$ cat src/rtl/instr_fetch.sv
// Instruction fetch stage: reads 16-bit program words at pc and presents one- or two-word AVR
// instructions to decode/execute. Define IFETCH_TWO_WORD_EN to assemble JMP/CALL/LDS/STS here.

module instr_fetch #(
    parameter int                  PC_WIDTH     = 16,
    parameter logic [PC_WIDTH-1:0] RESET_VECTOR = '0
) (
    input  logic                clk,
    input  logic                rst,
    output logic [PC_WIDTH-1:0] pmem_addr,
    output logic                pmem_rd,
    input  logic [15:0]         pmem_data,
    output logic [15:0]         instr_word1,
    output logic [15:0]         instr_word2,
    output logic                instr_two_word,
    output logic [PC_WIDTH-1:0] instr_pc,
    output logic                instr_valid,
    input  logic                instr_ready,
    input  logic                redirect,
    input  logic [PC_WIDTH-1:0] redirect_pc
);

    typedef enum logic [1:0] {F_REQ1, F_CAP1, F_CAP2, F_HOLD} state_t;

    state_t              state, next_state;
    logic [PC_WIDTH-1:0] pc, pc_plus1, pc_plus2;
    logic [15:0]         word1, word2;
    logic                two_word;
    logic                cap_two;
    logic                xfer;

    assign pc_plus1 = pc + PC_WIDTH'(1);
    assign pc_plus2 = pc + PC_WIDTH'(2);
    assign xfer     = (state == F_HOLD) && instr_ready;

`ifdef IFETCH_TWO_WORD_EN
    // JMP/CALL: 1001_010x_xxxx_11xx; LDS/STS: 1001_00xx_xxxx_0000 (decoded on the word being captured)
    assign cap_two = ((pmem_data[15:9] == 7'b1001010) && (pmem_data[3:2] == 2'b11))
                   || ((pmem_data[15:10] == 6'b100100) && (pmem_data[3:0] == 4'b0000));
`else
    assign cap_two = 1'b0;
`endif

    // NOTE: sequential state uses non-blocking assignments so every register samples pre-edge values.
    always_ff @(posedge clk or posedge rst) begin
        if (rst) state <= F_REQ1;
        else     state <= next_state;
    end

    // NOTE: every output of this block gets a default first, so no path can infer a latch.
    always_comb begin
        next_state = state;
        pmem_rd    = 1'b0;
        pmem_addr  = pc;
        case (state)
            F_REQ1: begin
                pmem_rd    = 1'b1;
                next_state = F_CAP1;
            end
            F_CAP1: begin
                if (cap_two) begin
                    pmem_addr  = pc_plus1;
                    pmem_rd    = 1'b1;
                    next_state = F_CAP2;
                end else begin
                    next_state = F_HOLD;
                end
            end
            F_CAP2:  next_state = F_HOLD;
            F_HOLD:  if (xfer) next_state = F_REQ1;
            default: next_state = F_REQ1;
        endcase
        // Redirect discards whatever is in flight; a read already issued is simply never captured.
        if (redirect) next_state = F_REQ1;
        if (rst)      pmem_rd    = 1'b0;
    end

    // NOTE: holding registers are reset because decode sees them directly and must start at zero.
    always_ff @(posedge clk or posedge rst) begin
        if (rst) begin
            pc       <= RESET_VECTOR;
            word1    <= '0;
            word2    <= '0;
            two_word <= 1'b0;
        end else if (redirect) begin
            pc <= redirect_pc;
        end else begin
            case (state)
                F_CAP1: begin
                    word1    <= pmem_data;
                    two_word <= cap_two;
                    if (!cap_two) word2 <= '0;
                end
                F_CAP2: word2 <= pmem_data;
                F_HOLD: if (xfer) pc <= two_word ? pc_plus2 : pc_plus1;
                default: ;
            endcase
        end
    end

    assign instr_word1    = word1;
    assign instr_word2    = word2;
    assign instr_two_word = two_word;
    assign instr_pc       = pc;
    assign instr_valid    = (state == F_HOLD);

endmodule
$ cat config.mk
export PLATFORM = sky130hd
export DESIGN_NAME = instr_fetch
export DESIGN_NICKNAME = d
export VERILOG_FILES = /design/src/rtl/instr_fetch.sv
export SDC_FILE = /design/constraint.sdc
export NUM_CORES = 1
export LEC_CHECK = 0
export ABC_AREA = 1
export BUFFER_PORTS_ARGS = -buffer_cell sky130_fd_sc_hd__buf_2
export CAP_MARGIN = 20
export CORE_ASPECT_RATIO = 0.6
export CORE_MARGIN = 1.5
export CORE_UTILIZATION = 50
export CTS_CLUSTER_DIAMETER = 100
export DETAILED_ROUTE_END_ITERATION = 16
export MAX_ROUTING_LAYER = met4
export PLACE_DENSITY = 0.89
export SYNTH_ARGS = -nofsm -noshare
export SYNTH_HDL_FRONTEND = slang
export SYNTH_SLANG_ARGS = --single-unit
$ cat constraint.sdc
create_clock -name clk -period 2.3 [get_ports clk]
set_clock_uncertainty 0.05 [all_clocks]
set_input_delay 0.115 -clock clk [delete_from_list [all_inputs] [get_ports clk]]
set_output_delay 0.115 -clock clk [all_outputs]
set_load 0.1 [all_outputs]
==> metrics.txt <==
CTS sink count=50; Setup CP Type=register to register; Critical Path Source=state[0]$_DFFE_PP0P_; first-pass GRT wire length=between 10 and 15 mm; Yosys reg bits=50; CTS Hold Bufs=10; type of the worst min-delay path=primary input to register; Post-synth top cells=71 x nand2_1, 50 x dfrtp_1, 38 x nand3_1; Initial Util=0.526; insertion delay of the later-clocked pin in the worst-skew pair=roughly 300 ps; syn nets=about 350; # DRC=0; RSZ-0062 raised after global routing=false; GRT Total Usage=0.244; Antenna diodes=0; DRT Wirelength=between 6 and 7 mm; Synth Cell Area=around 2700 µm²; Slowest-stage cell, CP=nor2_2; Synth top area share=0.466; Seq/Total Area, Yosys=0.466; FF-to-FF Start=state[0]$_DFFE_PP0P_; CP most frequent cell=inv_1; Yosys top cell by area=dfrtp_1; Post-DRT Antenna Nets=0; most frequent cell after synthesis=nand2_1; CP Data Arrival Time=around 2100 ps; initial antenna violation count=0; share of layout cells above drive strength 1=0.328; Die Ht=about 60 µm; Max-Cap Viols=0; clock-pin slew on the worst setup and hold paths=90 ps; CTS max path bufs=2; Cell Int Power=approximately 1.9 mW; IO Count=103; relative slew slack=0.589; Synth async-reset ratio=1.00; Syn. warnings=0; EDFF count, synth=0; clock network power share=0.183; port buffer count=about 100; cells along the critical path=inv_1 -> ha_1 -> inv_1 -> nor2_2 -> nand3_1 -> nand2_1; maximum vdd drop=roughly 0.85 mV; Routed wire per std cell=14.0 µm; slowest stage delay, CP=between 500 and 600 ps; core area=around 5100 µm²; final setup TNS=0 ps; Synth cell types=27; CP Launch Type=register; Die W=~98 µm; sequential power share=0.283; Comb power frac=0.534; area grow syn2layout=24.8%; syn avg cell area=between 8 and 9 µm²; Crit path depth=6; Critical Path RT=2500 ps; Primary FF master, synth=dfrtp_1; Critical path destination=instr_word2[9]$_DFFE_PP0P_; synth top area cells=dfrtp_1 47%, nand2_1 9.9%, nand3_1 7.1%; GRT overflow=0; register-to-register setup slack=410 ps; outcome=finished, final reports clean; Die ar.=just under 6000 µm²; NumNets Final=445; cell area power density=1240 nW/µm²; Resized cells post-CTS=0; fillcell total=~430; GP Congestion=~0.96; hpwl dp=about 4.9 mm; CTS tree=yes; CP delay by family, top=simple AND/OR/NAND/NOR gates; hold_ws=slightly above 7 ps; Final setup viols=0; post-layout min period=about 1900 ps; Worst Reg-to-Reg Cells=6; Worst-Margin Slew=615 ps; LEAKAGE=~1.9 nW; CP bufs+invs=2; vias=around 2400; total CTS buffers=5; root buf cell=clkbuf_8; Worst setup EP type=register; Post-Syn Instances=roughly 310; Final Cycle Share=0.821; fmax=roughly 0.53 GHz; # rows=20; Reg-to-Reg End=instr_word2[9]$_DFFE_PP0P_; Net Switching=~2.3 mW; Starting DRT DRC Count=about 150; pin count of the biggest net entering global routing=34; Post-CTS Setup Bufs=0; Final Hold Viols=0; H-tree depth=2; vias in the first global route=2267; vias per cell=5.19; Switching Share=0.549; Max FO, Critical Path=17; DRT Pass-1 Iters=5; Pins Over Slew Limit=0
-- per-stage QoR --
| stage | power, mW | setup WS (ps) | cells | utilization | cell area [µm²] |
|---|---|---|---|---|---|
| 4_1_cts | 4.17 | 441 | 471 | 0.656 | 3350 |
| 6_report | 4.15 | 411 | 471 | 0.656 | 3350 |
| 3_5_place_dp | 3.40 | 454 | 453 | 0.609 | 3110 |
| 5_1_grt | 4.30 | 235 | 471 | 0.656 | 3350 |
| 2_1_floorplan | 3.10 | 194 | 311 | - | 2680 |
| 3_3_place_gp | 3.37 | 559 | 453 | 0.609 | 3110 |
-- registers in the layout, summed over array words and instances, names as in the netlist --
signal and flops:
state 2, instr_pc 16, instr_word2 16, instr_word1 16
-- cells by family after synthesis --
group | Yosys count | share of synthesized area
compound gates | 39 | 0.0769
xor+xnor | 3 | 0.00979
fa+ha+maj | 5 | 0.0233
buf+inv | 63 | 0.126
other cells | 1 | 0.00140
simple gates | 134 | 0.215
mux | 16 | 0.0811
flops | 50 | 0.466
-- worst min-delay path by stage --
stage | from | slack, ps | endpoint | cells after the start
3_3_place_gp | rst | 80 | instr_word1[8]$_DFFE_PP0P_ | 2
5_1_grt | pmem_data[1] | 8 | instr_word1[1]$_DFFE_PP0P_ | 2
6_report | pmem_data[12] | 7 | instr_word2[12]$_DFFE_PP0P_ | 3
2_1_floorplan | redirect_pc[5] | 200 | instr_pc[5]$_DFFE_PP0P_ | 2
4_1_cts | pmem_data[13] | 1 | instr_word2[13]$_DFFE_PP0P_ | 3
3_5_place_dp | rst | 80 | instr_word1[8]$_DFFE_PP0P_ | 2
-- cell usage in the layout (no fill, tap or decap), drive strengths merged --
cell type,synthesis,final
o21ai,32,32
nand2,72,72
a31oi,1,1
dlygate4sd3,0,10
nand4,1,1
mux2,16,16
xnor2,2,2
nand3,39,39
a21oi,2,2
buf,24,104
clkbuf,4,6
nor2,22,22
xor2,1,1
ha,5,5
o211ai,3,3
bufinv,0,2
o21bai,1,1
inv,35,35
conb,1,1
dfrtp,50,50
-- power by group through the flow --
stage | Clock (mW) | Sequential [mW] | Combinational, mW
3_3_place_gp | 0 | 1.18 | 2.19
5_1_grt | 0.798 | 1.20 | 2.30
2_1_floorplan | 0 | 2.40 | 0.701
4_1_cts | 0.772 | 1.17 | 2.22
3_5_place_dp | 0 | 1.19 | 2.21
6_report | 0.761 | 1.18 | 2.22
-- tightest hold or removal path, cell delays in order --
cell	delay (ps)
buf_2	90
nand3_1	70
nand2_1	60
-- layout make-up --
type	count	area, µm²	area share
clock buffers	6	82.6	0.0246
multi-input cells	198	1090	0.327
repair buffers	114	641	0.191
well taps	66	82.6	0.0246
inverters	35	139	0.0414
flip-flops and latches	50	1250	0.373
clock inverters	2	60.1	0.0179
-- metal layers --
metal,part of all wire,GRT usage
met3,0.10,0.0749
met2,0.43,0.359
met4,0.012,0.0612
met5,0,-
met1,0.46,0.333
(Power assumes the default switching activity.)
